### src/rtl/imm_decode_stage.sv
// imm_decode_stage: decodes RISC-V immediates and buffers results in a 2-entry queue
module imm_decode_stage #(
  parameter int XLEN = 32
) (
  input  logic            clk,
  input  logic            rst_n,
  input  logic            flush,
  input  logic            in_valid,
  output logic            in_ready,
  input  logic [31:0]     in_instr,
  output logic            out_valid,
  input  logic            out_ready,
  output logic [31:0]     out_instr,
  output logic [XLEN-1:0] out_imm,
  output logic [2:0]      out_fmt,
  output logic            out_illegal
);
  logic [6:0]      op;
  logic [2:0]      f3;
  logic            sh;
  logic [31:0]     i_imm;
  logic [31:0]     imm32;
  logic [2:0]      fmt;
  logic [XLEN-1:0] imm;
  logic [31:0]     q_instr [2];
  logic [XLEN-1:0] q_imm [2];
  logic [2:0]      q_fmt [2];
  logic            wr_ptr;
  logic            rd_ptr;
  logic [1:0]      count;
  logic            push;
  logic            pop;
  assign op    = in_instr[6:0];
  assign f3    = in_instr[14:12];
  assign sh    = (f3 == 3'b001) || (f3 == 3'b101);
  assign i_imm = {{20{in_instr[31]}}, in_instr[31:20]};
  // opcode map to format and 32-bit immediate; shift amounts keep bit 31 clear so widening zero-extends
  always_comb begin
    fmt   = 3'd7;
    imm32 = '0;
    case (op)
      7'b0110011: fmt = 3'd0;
      7'b0010011: begin
        fmt   = sh ? 3'd6 : 3'd1;
        imm32 = sh ? {26'b0, (XLEN == 64) ? in_instr[25] : 1'b0, in_instr[24:20]} : i_imm;
      end
      7'b0011011: begin
        fmt   = (XLEN == 64) ? (sh ? 3'd6 : 3'd1) : 3'd7;
        imm32 = (XLEN == 64) ? (sh ? {27'b0, in_instr[24:20]} : i_imm) : '0;
      end
      7'b0000011, 7'b1100111, 7'b1110011: begin
        fmt   = 3'd1;
        imm32 = i_imm;
      end
      7'b0100011: begin
        fmt   = 3'd2;
        imm32 = {{20{in_instr[31]}}, in_instr[31:25], in_instr[11:7]};
      end
      7'b1100011: begin
        fmt   = 3'd3;
        imm32 = {{19{in_instr[31]}}, in_instr[31], in_instr[7], in_instr[30:25], in_instr[11:8], 1'b0};
      end
      7'b0110111, 7'b0010111: begin
        fmt   = 3'd4;
        imm32 = {in_instr[31:12], 12'b0};
      end
      7'b1101111: begin
        fmt   = 3'd5;
        imm32 = {{11{in_instr[31]}}, in_instr[31], in_instr[19:12], in_instr[20], in_instr[30:21], 1'b0};
      end
      default: ;
    endcase
  end
  assign imm       = XLEN'($signed(imm32));
  assign in_ready  = count != 2'd2;
  assign out_valid = count != 2'd0;
  assign push      = in_valid && in_ready;
  assign pop       = out_valid && out_ready;
  // queue state: reset clears storage, flush drops everything including this cycle's push/pop
  always_ff @(posedge clk or negedge rst_n) begin
    if (!rst_n) begin
      count      <= '0;
      wr_ptr     <= 1'b0;
      rd_ptr     <= 1'b0;
      q_instr[0] <= '0;
      q_instr[1] <= '0;
      q_imm[0]   <= '0;
      q_imm[1]   <= '0;
      q_fmt[0]   <= '0;
      q_fmt[1]   <= '0;
    end else if (flush) begin
      count  <= '0;
      wr_ptr <= 1'b0;
      rd_ptr <= 1'b0;
    end else begin
      if (push) begin
        q_instr[wr_ptr] <= in_instr;
        q_imm[wr_ptr]   <= imm;
        q_fmt[wr_ptr]   <= fmt;
        wr_ptr          <= wr_ptr + 1'b1;
      end
      if (pop) rd_ptr <= rd_ptr + 1'b1;
      count <= count + {1'b0, push} - {1'b0, pop};
    end
  end
  assign out_instr   = q_instr[rd_ptr];
  assign out_imm     = q_imm[rd_ptr];
  assign out_fmt     = q_fmt[rd_ptr];
  assign out_illegal = q_fmt[rd_ptr] == 3'd7;
endmodule

### config.mk
export PLATFORM = sky130hd
export DESIGN_NAME = imm_decode_stage
export DESIGN_NICKNAME = d
export VERILOG_FILES = /design/src/rtl/imm_decode_stage.sv
export SDC_FILE = /design/constraint.sdc
export NUM_CORES = 1
export LEC_CHECK = 0
export ABC_AREA = 1
export CORE_MARGIN = 4
export CORE_UTILIZATION = 32
export CTS_BUF_LIST = sky130_fd_sc_hd__clkbuf_8 sky130_fd_sc_hd__clkbuf_16
export DETAILED_ROUTE_END_ITERATION = 12
export HOLD_SLACK_MARGIN = 0.03
export SETUP_SLACK_MARGIN = 0.1
export SYNTH_ARGS = -nofsm -noshare
export SYNTH_HDL_FRONTEND = slang
export SYNTH_SLANG_ARGS = --single-unit
### constraint.sdc
create_clock -name clk -period 2 [get_ports clk]
set_input_delay 0.2 -clock clk [delete_from_list [all_inputs] [get_ports clk]]
set_output_delay 0.2 -clock clk [all_outputs]
set_load 0.05 [all_outputs]
==> results of run 1 <==
cells in the mapped netlist:
master / instances / area (µm²)
xor2_1: 1 / 8.76
nor2_2: 3 / 18.8
inv_2: 3 / 11.3
nor2_1: 13 / 48.8
nand3_2: 1 / 10.0
dfrtp_1: 138 / 3450
o21ai_1: 14 / 70.1
nand2_1: 474 / 1780
xnor2_1: 1 / 8.76
nand4_1: 4 / 25.0
nand3_1: 46 / 230
nor3_4: 2 / 32.5
inv_1: 56 / 210
nand2_2: 3 / 18.8
o21ai_0: 71 / 355
ha_1: 2 / 25.0
or2_1: 1 / 6.26
a21oi_1: 10 / 50.1
or2_2: 2 / 12.5
buf_1: 1 / 3.75
clkbuf_1: 33 / 124
buf_2: 8 / 40.0
a31oi_1: 2 / 12.5
buf_6: 4 / 45.0
where the power goes:
part           switching, µW  internal, µW
logic                   3460          2510
registers                408          3550
clock network           1140          1860
stage by stage:
stage | setup WS (ns) | instance area (µm²)
final | 0.126 | 9350
after global routing | 0.0295 | 9350
after CTS | 0.0359 | 9320
after detailed placement | 0.0000255 | 8730
after global placement | 0.0161 | 8730
after floorplan | 0.108 | 6600
path summary, 6_finish.rpt:
kind / from / end / slack, ns
max: rd_ptr / out_imm[13] / 0.13
min: rst_n / q_imm[49] / 0.28
max reg2reg: count[1] / count[1] / 0.31
min reg2reg: q_imm[63] / q_imm[63] / 0.48
max in group asynchronous: rst_n / q_instr[46] / 1.05
min in group clk: out_ready / rd_ptr / 0.37
flip-flops by register name (all words and copies together), names as in the netlist:
name     count
q_imm       64
q_fmt        6
count        2
wr_ptr       1
q_instr     64
rd_ptr       1
area by class of cell:
class / count / area [µm²] / area share [%]
multi-input combinational: 650 / 2730 / 29.2
clock buffer: 19 / 453 / 4.84
clock inverter: 11 / 106 / 1.14
timing repair buffer: 133 / 2050 / 21.9
inverter: 59 / 221 / 2.37
tap: 270 / 338 / 3.61
sequential: 138 / 3450 / 36.9
antenna: 1 / 2.50 / 0.0268
cells in the final DEF, fill, tap and decap left out, drive strengths merged:
| cell | n |
|---|---|
| a21oi | 10 |
| a31oi | 2 |
| diode | 1 |
| xor2 | 1 |
| dfrtp | 138 |
| nand3 | 47 |
| clkdlybuf4s50 | 35 |
| bufinv | 2 |
| inv | 61 |
| nand2 | 477 |
| nand4 | 4 |
| dlygate4sd3 | 1 |
| clkinv | 7 |
| buf | 95 |
| ha | 2 |
| nor2 | 16 |
| nor3 | 2 |
| dlygate4sd2 | 2 |
| o21ai | 85 |
| clkbuf | 19 |
| xnor2 | 1 |
| or2 | 3 |
cells by family after synthesis:
logic type | synth area share (%)
adder cells (fa/ha/maj) | 0.379
flip-flops | 52.3
AO/OA/AOI/OAI | 7.39
buffers and inverters | 6.58
XOR/XNOR | 0.265
AND/OR/NAND/NOR | 33.1
per-layer routing:
| metal | share of wire (%) | up-vias |
|---|---|---|
| li1 | - | 2974 |
| met1 | 46 | 2783 |
| met2 | 46 | 147 |
| met3 | 5.5 | 21 |
| met4 | 1.8 | 4 |
| met5 | 0.15 | - |
worst max-delay path: stages (launching register included):
cell     delay, ns
dfrtp_2       0.44
buf_4         0.17
buf_12        0.17
o21ai_1       0.28
buf_12        0.18
repair_timing:
action	in CTS	in global routing
setup buffers	2	0
hold buffers	1	0
setup endpoints to repair	68	28
gates resized for setup	13	9
pin swaps	0	0
endpoints found under the hold margin	43	0
==> results.toml, run 1 <==
[global_routing]
grt_antenna_before_repair = 3
grt_busiest_layer = "met2"
grt_pass1_wl_um = 30700
grt_max_degree = 84
gr-total-overflow = 0
use_met3_pct = 3.99
grt_use_met2_pct = 27.3
grt_pass1_vias = 5929
track_usage_pct = 17.2
grt_util_met1_pct = 23.2

[place]
gp_congestion = 0.881
place_inst = 1247
numPortBuffers = 106
place_hpwl_um = 12900

[timing]
grt_setup_unrepaired = "yes"
period_share_pct = 93.7
max_freq_mhz = 534
setup_tns_ns = 0
min_period_ns = 1.87
tightest_slew_ns = 0.489
hold_violations = 0
maxSlewViolCount = 0
setup_viol = 0
fin_worst_skew_ns = 0.00890
holdWs_ns = 0.282
relSlewSlack_pct = 67.5

[layout]
fin_util_pct = 46.2
instances_no_fill = 1281
syn2layout_area_growth_pct = 41.7
drive_above_1_share_pct = 14.2
fillers = 1964
fin_nets = 1038

[die]
die_w_um = 152
dieArea_mm2 = 0.0230
start_util_pct = 32.6
rows = 52
core_mm2 = 0.0202
ios = 107
die_h_um = 152

[setup_path]
cp.arrival_ns = 1.67
required_ns = 1.80
path_class = "flop to primary output"
critPathCaptureType = "primary output"
critical_path.max_fanout = 41
reg2regPathDepth = 8
start_kind = "flop"

[route]
drc = 0
drt-total-wl_um = 18600
vias = 5929
first_pass_iters = 5
ant_nets = 0
drtIter0Drc = 490
wl_per_cell_um = 14.5
vias_per_cell = 4.63

[power]
p_total_uw = 12900
irDropWorstVdd_mv = 0.661
power_density_mw_per_mm2 = 1380
p_leak_uw = 0.00494

[logic_synthesis]
synth_seq_cells = 138
avgSynthCellArea_um2 = 7.39
synth_fp_nets = 932
synth.distinct_cells = 24
ys_seq_area_share_pct = 52.3
synth_cells = 893
syn_area_mm2 = 0.00660
yosys_warnings = 0

[clocking]
cts_root_buf = "clkbuf_16"
insertion_delay_ns = 0.42
numClockSinks = 138
htree_levels = 4
path_clk_slew_ns = 0.06
tritoncts = "built"
cts.path.max_buffers = 2
cts_made_buffers = 17

[flow_run]
timing.max_cap.violations = 0

[status]
status = "completed"

[worst_hold_path]
hold_class = "primary input to async pin"
(Power assumes the default switching activity.)
==> run 2, diff against run 1 <==
--- a/config.mk
+++ b/config.mk
@@ -11,6 +11,7 @@
 export CTS_BUF_LIST = sky130_fd_sc_hd__clkbuf_8 sky130_fd_sc_hd__clkbuf_16
 export DETAILED_ROUTE_END_ITERATION = 12
 export HOLD_SLACK_MARGIN = 0.03
+export PLACE_DENSITY_LB_ADDON = 0.2
 export SETUP_SLACK_MARGIN = 0.1
 export SYNTH_ARGS = -nofsm -noshare
 export SYNTH_HDL_FRONTEND = slang
==> run 2 against run 1 <==
Compared with the run above: flip-flop and latch count unchanged; hold slack better by 0.020 ns; critical path type unchanged; final cell count up 0.70%; highest routed layer unchanged; power up 5.3%.
==> results.toml, run 2 (same netlist as run 1, synthesis figures left out) <==
[route]
ant_nets = 0
vias_per_cell = 4.54
first_pass_iters = 5
vias = 5863
wl_per_cell_um = 14.7
drc = 0
drt-total-wl_um = 19000
drtIter0Drc = 453

[setup_path]
crit_buf_inv = 4
reg2reg_from = "count[1]"
crit_chain = "buf_12 > clkinv_8 > or2_4 > o21ai_4 > buf_6 > nor2_4 > buf_12"
crit_start = "rd_ptr"
rrSetupSlack_ns = 0.31
critPathCaptureType = "primary output"
cp_common_cell = "buf_12"
cp_slowest_cell = "dfrtp_2"
cp_slowest_stage_delay_ns = 0.40
critPathTopFamily = "buffers and inverters"
required_ns = 1.80
cp.arrival_ns = 1.68
critical_path.max_fanout = 8
path_class = "flop to primary output"
start_kind = "flop"

[timing]
setup_viol = 0
fin_worst_skew_ns = 0.00651
maxSlewViolCount = 0
grt_setup_unrepaired = "yes"
min_period_ns = 1.88
period_share_pct = 93.9
tightest_slew_ns = 0.490
setup_tns_ns = 0
hold_violations = 0
max_freq_mhz = 533
fin_ws_ns = 0.122
relSlewSlack_pct = 67.5

[layout]
final_common_cell = "nand2_1"
multi_input_area_mm2 = 0.00282
fillers = 1947
fin_nets = 1046
instances_no_fill = 1290
reg_top3 = "q_imm (64), q_instr (64), q_fmt (6)"
drive_above_1_share_pct = 18.2
syn2layout_area_growth_pct = 46.0
mostFrequentLayoutCells = "nand2_1, dfrtp_1, buf_12"
fin_util_pct = 47.6
seq_area_mm2 = 0.00345

[die]
dieArea_mm2 = 0.0230
core_mm2 = 0.0202
die_h_um = 152
die_w_um = 152
ios = 107
rows = 52
start_util_pct = 32.6

[clocking]
cts_made_buffers = 17
cts.path.max_buffers = 2
numClockSinks = 138
tritoncts = "built"
htree_levels = 4
path_clk_slew_ns = 0.05
insertion_delay_ns = 0.42
cts_root_buf = "clkbuf_16"

[global_routing]
grt_max_degree = 80
grt_pass1_vias = 5773
grt_pass1_wl_um = 30400
track_usage_pct = 17.1
gr-total-overflow = 0
grt_antenna_before_repair = 2

[power]
irDropWorstVdd_mv = 0.574
p_leak_uw = 0.00502
p_total_uw = 13600
power_density_mw_per_mm2 = 1410

[status]
status = "completed"

[place]
dp_slack_ns = -0.0231
numPortBuffers = 106
gp_congestion = 0.910
place_hpwl_um = 13000
place_inst = 1249

[flow_run]
timing.max_cap.violations = 0

[worst_hold_path]
hold_class = "primary input to async pin"
run 2: final timing paths:
| path | to | cells past startpoint |
|---|---|---|
| max reg2reg | count[1] | 8 |
| min | q_instr[58] | 2 |
| min reg2reg | q_imm[21] | 2 |
| min in group clk | rd_ptr | 3 |
| max | out_illegal | 7 |
| max in group asynchronous | q_instr[55] | 3 |
run 2: per-stage QoR:
stage | hold slack, ns | instance area, µm²
2_1_floorplan | -0.0956 | 6600
3_3_place_gp | 0.167 | 8720
3_5_place_dp | 0.167 | 8720
4_1_cts | 0.316 | 9440
5_1_grt | 0.335 | 9640
6_report | 0.302 | 9640
run 2: routing by layer:
metal	GRT usage [%]	vias to the layer above	wire, µm
li1	-	2992	-
met1	23.7	2724	8910
met2	27.0	124	8910
met5	0	-	13
met3	3.60	21	906
met4	5.26	2	276
run 2: area by class of cell:
| type | instances | share of cell area [%] |
|---|---|---|
| tap | 270 | 3.51 |
| antenna | 1 | 0.0260 |
| sequential | 138 | 35.8 |
| clock inverter | 13 | 2.09 |
| clock buffer | 18 | 4.56 |
| multi-input combinational | 650 | 29.3 |
| timing repair buffer | 141 | 22.3 |
| inverter | 59 | 2.43 |
run 2: report_power, final:
group	switching [µW]	internal [µW]
Clock	1180	2230
Sequential	405	3550
Combinational	3560	2700
Total	5150	8480
run 2: what timing repair did:
action	in CTS	in global routing
buffers inserted	3	4
gates cloned	0	1
gates resized for setup	15	43
setup endpoints to repair	50	50
hold buffers	1	0
endpoints found under the hold margin	44	0
pin swaps	0	3
